## src/rtl/onehot_req_arbiter_pkg.sv

```systemverilog
// Shared types and constants for the one-hot request arbiter.
package arb_pkg;

  localparam int N_REQ = 8;
  localparam int PTR_W = 3;

  typedef enum logic {
    IDLE  = 1'b0,
    GRANT = 1'b1
  } state_e;

  typedef logic [N_REQ-1:0] req_vec_t;
  typedef logic [PTR_W-1:0] ptr_t;

  // Index to one-hot decode; the only place a grant vector is built.
  function automatic req_vec_t idx2onehot(input ptr_t idx);
    return req_vec_t'(1) << idx;
  endfunction

endpackage

```

## src/rtl/onehot_req_arbiter_rr_pick.sv

```systemverilog
// Combinational picker: rotate pending by ptr, find first set, unrotate.
// FIXED_PRIO_EN: scan highest-first; ptr is expected to be tied to 0.
module rr_pick
  import arb_pkg::*;
(
  input  logic [N_REQ-1:0] pend_i,
  input  logic [PTR_W-1:0] ptr_i,
  output logic [PTR_W-1:0] sel_o,
  output logic             found_o
);

  logic [N_REQ-1:0] rot;
  logic [PTR_W-1:0] off;

  // rot[i] is the bit i positions after ptr, wrapping modulo N_REQ.
  for (genvar i = 0; i < N_REQ; i++) begin : g_rot
    assign rot[i] = pend_i[PTR_W'(i) + ptr_i];
  end

  // Priority scan over the rotated vector; last assignment wins.
  always_comb begin
    found_o = 1'b0;
    off     = '0;
`ifdef FIXED_PRIO_EN
    for (int i = 0; i < N_REQ; i++) begin
      if (rot[i]) begin
        found_o = 1'b1;
        off     = PTR_W'(i);
      end
    end
`else
    for (int i = N_REQ - 1; i >= 0; i--) begin
      if (rot[i]) begin
        found_o = 1'b1;
        off     = PTR_W'(i);
      end
    end
`endif
  end

  // Undo the rotation; 3-bit add wraps naturally.
  assign sel_o = off + ptr_i;

endmodule

```

## src/rtl/onehot_req_arbiter.sv

```systemverilog
// Request capture + round-robin arbiter producing a registered one-hot grant
// for the downstream 8-to-3 encoder. Grants are held until acknowledged.
// Build option: FIXED_PRIO_EN selects fixed priority (bit 7 highest) and
// removes the round-robin pointer.
module onehot_req_arbiter
  import arb_pkg::*;
(
  input  logic             clk,
  input  logic             rst,
  input  logic [N_REQ-1:0] req_i,
  output logic [N_REQ-1:0] grant_onehot_o,
  output logic             grant_vld_o,
  input  logic             grant_ack_i,
  output logic [N_REQ-1:0] pending_o,
  output logic             overflow_o
);

  state_e   state_q, state_d;
  req_vec_t pend_q, pend_d;
  req_vec_t grant_q, grant_d;
  logic     vld_q, vld_d;
  logic     ovf_q, ovf_d;
  req_vec_t retire;
  ptr_t     sel;
  logic     found;
  ptr_t     pick_ptr;

`ifdef FIXED_PRIO_EN
  assign pick_ptr = '0;
`else
  ptr_t rr_ptr_q, rr_ptr_d;
  ptr_t sel_q, sel_d;
  assign pick_ptr = rr_ptr_q;
`endif

  rr_pick u_pick (
    .pend_i  (pend_q),
    .ptr_i   (pick_ptr),
    .sel_o   (sel),
    .found_o (found)
  );

  // Next-state: grant FSM, retire of the selected bit, capture and overflow.
  always_comb begin
    state_d  = state_q;
    grant_d  = grant_q;
    vld_d    = vld_q;
    retire   = '0;
`ifndef FIXED_PRIO_EN
    rr_ptr_d = rr_ptr_q;
    sel_d    = sel_q;
`endif
    case (state_q)
      IDLE: begin
        if (found) begin
          grant_d = idx2onehot(sel);
          vld_d   = 1'b1;
          retire  = idx2onehot(sel);
          state_d = GRANT;
`ifndef FIXED_PRIO_EN
          sel_d   = sel;
`endif
        end
      end
      GRANT: begin
        if (grant_ack_i) begin
          grant_d  = '0;
          vld_d    = 1'b0;
          state_d  = IDLE;
`ifndef FIXED_PRIO_EN
          rr_ptr_d = sel_q + ptr_t'(1);
`endif
        end
      end
      default: state_d = IDLE;
    endcase
    // A new request on the bit being retired keeps it pending (set wins).
    pend_d = (pend_q & ~retire) | req_i;
    ovf_d  = |(req_i & pend_q & ~retire);
  end

  // State registers with synchronous reset.
  always_ff @(posedge clk) begin
    if (rst) begin
      state_q  <= IDLE;
      pend_q   <= '0;
      grant_q  <= '0;
      vld_q    <= 1'b0;
      ovf_q    <= 1'b0;
`ifndef FIXED_PRIO_EN
      rr_ptr_q <= '0;
      sel_q    <= '0;
`endif
    end else begin
      state_q  <= state_d;
      pend_q   <= pend_d;
      grant_q  <= grant_d;
      vld_q    <= vld_d;
      ovf_q    <= ovf_d;
`ifndef FIXED_PRIO_EN
      rr_ptr_q <= rr_ptr_d;
      sel_q    <= sel_d;
`endif
    end
  end

  // Grant must never be multi-hot and valid must track it.
  always_ff @(posedge clk) begin
    if (!rst) begin
      assert ($onehot0(grant_q));
      assert (vld_q == (|grant_q));
    end
  end

  assign grant_onehot_o = grant_q;
  assign grant_vld_o    = vld_q;
  assign pending_o      = pend_q;
  assign overflow_o     = ovf_q;

endmodule

```

## config.mk

```make
export PLATFORM = sky130hd
export DESIGN_NAME = onehot_req_arbiter
export DESIGN_NICKNAME = d
export VERILOG_FILES = /design/src/rtl/onehot_req_arbiter_pkg.sv /design/src/rtl/onehot_req_arbiter_rr_pick.sv /design/src/rtl/onehot_req_arbiter.sv
export SDC_FILE = /design/constraint.sdc
export NUM_CORES = 1
export LEC_CHECK = 0
export CAP_MARGIN = 15
export CORE_UTILIZATION = 53
export DETAILED_ROUTE_END_ITERATION = 10
export HOLD_SLACK_MARGIN = 0.12
export PLACE_DENSITY = 0.77
export SYNTH_ARGS = -nofsm -noshare
export SYNTH_HDL_FRONTEND = slang
export SYNTH_SLANG_ARGS = --single-unit
```

## constraint.sdc

```tcl
create_clock -name clk -period 4.04 [get_ports clk]
set_input_delay 1.01 -clock clk [delete_from_list [all_inputs] [get_ports clk]]
set_output_delay 1.01 -clock clk [all_outputs]
set_load 0.02 [all_outputs]
```

---- After elaboration in Yosys (flattened, before gate mapping) ----
Cells that the tools add are included.
operators by class
  shift-type cells ........................ 1
  equality and inequality tests ........... 2
  reduce and logical (&&, ||, !) cells .... 4
  muxes and demuxes ....................... 43
  divide/modulo/power cells ............... 0
  $mul .................................... 0
  bitwise logic cells ..................... 6
  $lt $le $gt $ge ......................... 8
  $add $sub $neg .......................... 9
operators by type and width
  kind                                                        number
  less-than comparator 3 x 4 -> 1 bit, second input constant  8
  2-to-1 mux 8 bit                                            4
  AND 8 bit                                                   3
  binary-select mux 1 bit (select 3 bit)                      8
  2-to-1 mux 3 bit                                            8
  2-to-1 mux 1 bit                                            20
  case mux 8 bit (2 select lines)                             1
  adder 3 bit, first input constant                           4
  NOT 8 bit                                                   1
  OR 8 bit                                                    1
  OR reduction 8 bit                                          1
  left shift 1 x 3 -> 8 bit, first input constant             1
  adder 2 x 3 -> 3 bit, first input constant                  2
  AND reduction 2 bit                                         3
  != test 2 bit, second input constant                        2
  case mux 1 bit (2 select lines)                             2
  adder 1 x 3 -> 3 bit, first input constant                  1
  adder 3 x 1 -> 3 bit, second input constant                 1
  adder 3 bit                                                 1
  NOT 1 bit                                                   1
storage, ports and cells
  memories kept ........................... 0
  bits in writable memories ............... 0
  bits in registers ....................... 25
  input bits .............................. 11
  memory bits (read-only) ................. 0
  word-level logic and storage cells ...... 80
  output and inout port bits .............. 18
  bits in latches ......................... 0

---- Logic depth before layout (Yosys ltp) ----
  word-level depth ........................ 18
  gate-level depth with buffers ........... 18
  mapped depth without buffers ............ 16

---- Modules after synthesis ----
Synthesis repeated with hierarchy kept, for this count alone.
unflattened totals
  cell total of the unflattened synthesis .. 175
  area total of the unflattened synthesis .. 1572.8 sq um
by module, submodules not included
  module              cells an instance  times used  area an instance (sq um)  seq. area each (sq um)
  onehot_req_arbiter  112                1           945.9                     500.5
  rr_pick             63                 1           626.9                     0.0

---- Worst setup path after synthesis ----
Ideal clock, no wire load.
  kind .................................... register -> register
  from .................................... reg rr_ptr_q[1], in the netlist pick_ptr[1]
  to ...................................... reg ovf_q, in the netlist overflow_o
  arrival time ............................ 3552 ps
  cell stages (with the launch flop) ...... 17
  clock period less this slack ............ 3687 ps
  required time ........................... 3905 ps
  path buffers ............................ 3
  setup time .............................. 135 ps
  slack ................................... 353 ps
  cells stage by stage .................... dfxtp_1 -> buf_4 -> inv_1 -> ha_1 -> buf_4 -> mux2i_1 -> mux4_2 -> nor2b_1 -> buf_2 -> nand2_1 -> o21ai_0 -> a32oi_1 -> fa_1 -> or3_1 -> o21bai_1 -> a32oi_1 -> a41oi_1
on the way
  word-level cells in the longest chain between the ends .. 18
  elaborated cells between the ends (all ways) .. 46
  those cells by class .................... 8 x add/sub; 1 x shift; 34 x mux; 2 x bitwise; 1 x reduce/logical
ends and longest elaborated chain
  what                                    line                              source
  start: declaration                      onehot_req_arbiter.sv:31          ptr_t rr_ptr_q, rr_ptr_d;
  start signal: assignment                onehot_req_arbiter.sv:101         rr_ptr_q <= rr_ptr_d;
  adder 3 bit                             onehot_req_arbiter_rr_pick.sv:17  assign rot[i] = pend_i[PTR_W'(i) + ptr_i];
  binary-select mux 1 bit (select 3 bit)  onehot_req_arbiter_rr_pick.sv:17
  2-to-1 mux 1 bit (implied by the code)  onehot_req_arbiter_rr_pick.sv:17
  2-to-1 mux 3 bit (8 in a row)           onehot_req_arbiter_rr_pick.sv:33  if (rot[i]) begin
  adder 3 bit                             onehot_req_arbiter_rr_pick.sv:42  assign sel_o = off + ptr_i;
  left shift 1 x 3 -> 8 bit               onehot_req_arbiter_pkg.sv:17      return req_vec_t'(1) << idx;
  2-to-1 mux 8 bit *                      onehot_req_arbiter.sv:55          if (found) begin
  2-to-1 mux 8 bit *                      onehot_req_arbiter.sv:53          case (state_q)
  NOT 8 bit *                             onehot_req_arbiter.sv:79          ovf_d = |(req_i & pend_q & ~retire);
  AND 8 bit *                             onehot_req_arbiter.sv:79
  OR reduction 8 bit *                    onehot_req_arbiter.sv:79
  end signal: assignment                  onehot_req_arbiter.sv:99          ovf_q <= ovf_d;
  end: declaration                        onehot_req_arbiter.sv:22          logic ovf_q, ovf_d;
Every way passes the cells marked *; elsewhere a longest branch is shown, timed or not. The select of a mux whose other input is x is not followed.
A chain may end at the register's enable or synchronous reset.

---- Worst setup path in the final report ----
Same ends and word-level chain as after synthesis.

==> metrics list <==
* Status: complete, no violations
- Hold timing on the final database bottoms out at a slack of 0.4714 ns.
- The die is 59.14 um wide.
* DRT antenna net count: 0
- The worst setup path is launched from a flop.
- After clock tree synthesis, the clock-pin slew on the worst setup and hold paths is 0.14 ns.
* Reg power frac: 33.2%
- Internal power comes to 0.5613 mW.
- The kind of cell with the highest combined delay along the critical path is compound AO/OA/AOI/OAI gates.
* Leakage power summed over all cells: 0.7942 nW
* Clock Path Buffers: 2
- Based on the critical path, the design can be clocked at up to 259.8 MHz.
- The initial utilization of the core area, before any placement, comes to 56.22%.
- Share of flip-flops with an asynchronous set or reset after synthesis: 0%
- YS warnings: 0
- The library cell used most frequently in the layout, excluding fill and tap cells, is sky130_fd_sc_hd__clkdlybuf4s50_1.
- Relative max-transition margin: 40.75%
* Most frequent cells in the layout: 28 x sky130_fd_sc_hd__clkdlybuf4s50_1, 25 x sky130_fd_sc_hd__dfxtp_1, 21 x sky130_fd_sc_hd__a21oi_1
* Net count, final: 237
- In this run the power spent charging and discharging nets is 0.3967 mW.
- Counting instances, the worst hold path has a depth of 2.
- The area growth from synthesis to layout is 21.33%.
- For this design, the sink count on the clock tree is 25.
- Summed area of non-filler cells in the final layout: 0.002100 mm2
* Via count of the first global-routing pass: 1532
* Number of cell rows: 20
* Total global-route track usage: 26.17%
- Mean cell area of the mapped netlist: 9.013 um2
- Setup violations remaining at the end of the flow were counted as 0.
* Buffering stage count on the worst path with inverters included: 2
- The number of slew-limit violations in the final report is 0.
* Final Skew: 0.006973 ns
* Syn Std Cell Area: 0.001730 mm2
- Counting cells, the worst reg-to-reg path comes to 15.
* Critical path, cell by cell: buf_4 > mux4_2 > mux2i_1 > and2_1 > o21ai_0 > a2bb2oi_1 > a31oi_1 > a211oi_2 > ha_1 > inv_1 > fa_2 > or3_4 > o21bai_1 > a32oi_1 > a41oi_1
* Non-filler cells, final: 264
- Routability congestion estimate: 0.9128
- In the synthesized netlist the dominant register cell turns out to be sky130_fd_sc_hd__dfxtp_1.
- Maximum vdd drop: 0.2803 mV
* Share of the clock period used by the worst path after layout: 95.26%
- Remaining routing DRC violations: 0
* Part of the power in the clock network: 11.8%
- Post-place instance area: 0.002049 mm2
- After synthesis the netlist holds a flip-flop and latch count of 25.
* DRT iter0 DRCs: 95
- The first global-routing pass estimated 6886 um of wire.
- Top post-synthesis cells by area: sky130_fd_sc_hd__dfxtp_1 29%, sky130_fd_sc_hd__mux4_2 13%, sky130_fd_sc_hd__a21oi_1 6.1%
- STA classifies the critical path endpoint as a flop.
- Counting flops with a built-in enable in the synthesized netlist gives 0.
- Of all nets on the critical path, the largest fanout is 12.
- RSZ-0062 raised after global routing: no
* Critical Path Max Stage Delay: 0.57 ns
- Detailed placement finished with a half-perimeter wire length of 3187 um.
- TritonRoute pass-1 iters: 4
- After synthesis, flip-flops and latches occupy 28.92% of the total area.
* Number of clock buffers inserted by TritonCTS: 3
* Routed wire length: 4287 um
- Counting every net in the synthesized netlist gives 208.
- Hold Violations, Final: 0
* Count of different cell masters after synthesis: 45
* Min cycle time layout: 3.849 ns
- Layout cell share with drive strength beyond 1: 17.73%
* Worst setup timing slack at the placement stage: 0.1367 ns
* Worst setup slack after layout: 0.1915 ns
- During I/O placement, the number of pins put on the boundary was 29.
- The tightest min-delay check is of the reg -> reg type.
- Clock latency on the worst-skew pair, taken at its later pin, is 0.32 ns.
- Clock tree from TritonCTS: built
- Max cap viols: 0
- In the final timing run, aggregate negative setup slack is 0 ns.
- Utilization after layout: 68.21%
- Library cell used as clock root buffer: sky130_fd_sc_hd__clkbuf_4
- Endpoint arrival time on the critical path: 4.02 ns
* Number of inserted diodes: 0
* Floorplan die area: 0.003498 mm2
- Dividing the detail-routed wire length by the instance count gives 16.24 um.
* Worst path depth: 15
* Proportion of total power due to net switching: 41.41%
- Gr ovfl total: 0
- Area share of the largest cell type after synthesis: 28.92%
* Combinational group share of total power: 54.9%
- At the worst endpoint, the required time is 4.21 ns.
- The die is 59.14 um tall.
- After technology mapping, the gate count stands at 192.
- Pin count of the biggest net entering global routing: 26
* Total via count after detailed routing: 1564
- Slowest CP cell: sky130_fd_sc_hd__mux4_2
* Maximum level of the CTS H-tree: 1
- Core area: 0.003078 mm2
- The design draws 0.9580 mW.
* Initial antenna violation count: 0
* Mean number of vias per cell: 5.924
* Cell taking the most area after synthesis: sky130_fd_sc_hd__dfxtp_1
- Number of buffers added on ports: 28
* Crit Path Category: reg -> reg
- For the pin with the worst max-slew slack, the measured transition is 0.8859 ns.
- For this design the ratio of total power to cell area is 456.3 mW/mm2.
- Dpl cells: 260
area by class of cell:
class | count | area (um2)
multi-input cells | 150 | 1165
flip-flops and latches | 25 | 500.5
clock buffers | 3 | 22.52
fillers | 279 | 978.4
clock inverters | 1 | 5.005
well taps | 44 | 55.05
inverters | 7 | 26.28
repair buffers | 34 | 325.3
synth_stat cells (2+ instances only):
library cell	count
sky130_fd_sc_hd__dfxtp_1	25
sky130_fd_sc_hd__a21oi_1	21
sky130_fd_sc_hd__nor2_1	20
sky130_fd_sc_hd__nand2_1	18
sky130_fd_sc_hd__mux4_2	10
sky130_fd_sc_hd__mux2i_1	8
sky130_fd_sc_hd__o21ai_1	7
sky130_fd_sc_hd__and2_1	6
sky130_fd_sc_hd__inv_1	6
sky130_fd_sc_hd__o21ai_0	6
sky130_fd_sc_hd__clkbuf_1	5
sky130_fd_sc_hd__a32oi_1	4
sky130_fd_sc_hd__ha_1	4
sky130_fd_sc_hd__a211oi_1	3
sky130_fd_sc_hd__a211oi_2	3
sky130_fd_sc_hd__nand3_1	3
sky130_fd_sc_hd__nor2b_1	3
sky130_fd_sc_hd__o21ai_2	3
sky130_fd_sc_hd__xor2_1	3
sky130_fd_sc_hd__a21o_1	2
sky130_fd_sc_hd__a21oi_2	2
sky130_fd_sc_hd__a2bb2oi_1	2
sky130_fd_sc_hd__buf_4	2
sky130_fd_sc_hd__buf_6	2
sky130_fd_sc_hd__mux2i_2	2
sky130_fd_sc_hd__nor3b_1	2
sky130_fd_sc_hd__xnor2_1	2
worst register-to-register path: stages (launching register included):
cell	delay (ns)
sky130_fd_sc_hd__dfxtp_1	0.36
sky130_fd_sc_hd__buf_4	0.19
sky130_fd_sc_hd__mux4_2	0.58
sky130_fd_sc_hd__mux2i_1	0.19
sky130_fd_sc_hd__and2_1	0.16
sky130_fd_sc_hd__o21ai_0	0.09
sky130_fd_sc_hd__a2bb2oi_1	0.18
sky130_fd_sc_hd__a31oi_1	0.07
sky130_fd_sc_hd__a211oi_2	0.24
sky130_fd_sc_hd__ha_1	0.18
sky130_fd_sc_hd__inv_1	0.05
sky130_fd_sc_hd__fa_2	0.47
sky130_fd_sc_hd__or3_4	0.37
sky130_fd_sc_hd__o21bai_1	0.22
sky130_fd_sc_hd__a32oi_1	0.22
sky130_fd_sc_hd__a41oi_1	0.13
cell families (layout without fill, tap and decap cells):
group                      Yosys count  count (layout)  synth area share (%)
xor gates and xnor gates             5               5                 2.531
AOI/OAI and AO/OA                   60              60                 23.57
DFF                                 25              25                 28.92
and+or+nand+nor                     60              60                 16.63
muxes                               20              20                 19.23
adders and majority gates            5               5                 4.049
buffers and inverters               17              45                 5.061
power by group through the flow:
stage	clock (mW)	combinational, mW	sequential (mW)
2_1_floorplan	0	0.348	0.340
3_3_place_gp	0	0.487	0.321
3_5_place_dp	0	0.501	0.322
4_1_cts	0.114	0.507	0.317
5_1_grt	0.125	0.570	0.324
6_report	0.113	0.526	0.318
flip-flops by register name, indices dropped and copies added, names as in the netlist:
signal,cells
grant_vld_o,1
sel_q,3
grant_onehot_o,8
overflow_o,1
state_q,1
pick_ptr,3
pending_o,8
layer usage:
metal,GRT usage [%],wire length [um],up-vias
met5,0,0,-
li1,-,-,763
met3,1.965,120,8
met4,12.24,87,0
met1,33.43,1859,761
met2,44.97,2220,32
worst paths after layout:
path,to,start,slack [ns]
worst max-delay path,overflow_o,pick_ptr[1],0.19
worst min-delay path,grant_onehot_o[3],grant_onehot_o[3],0.47
worst max register to register,overflow_o,pick_ptr[1],0.19
worst min register to register,grant_onehot_o[3],grant_onehot_o[3],0.47
repair_timing:
action,CTS,global route
setup buffers,0,0
hold buffers,0,0
setup endpoints to repair,0,3
gates resized for setup,0,6
No activity file was read; power rests on OpenSTA's default activity.
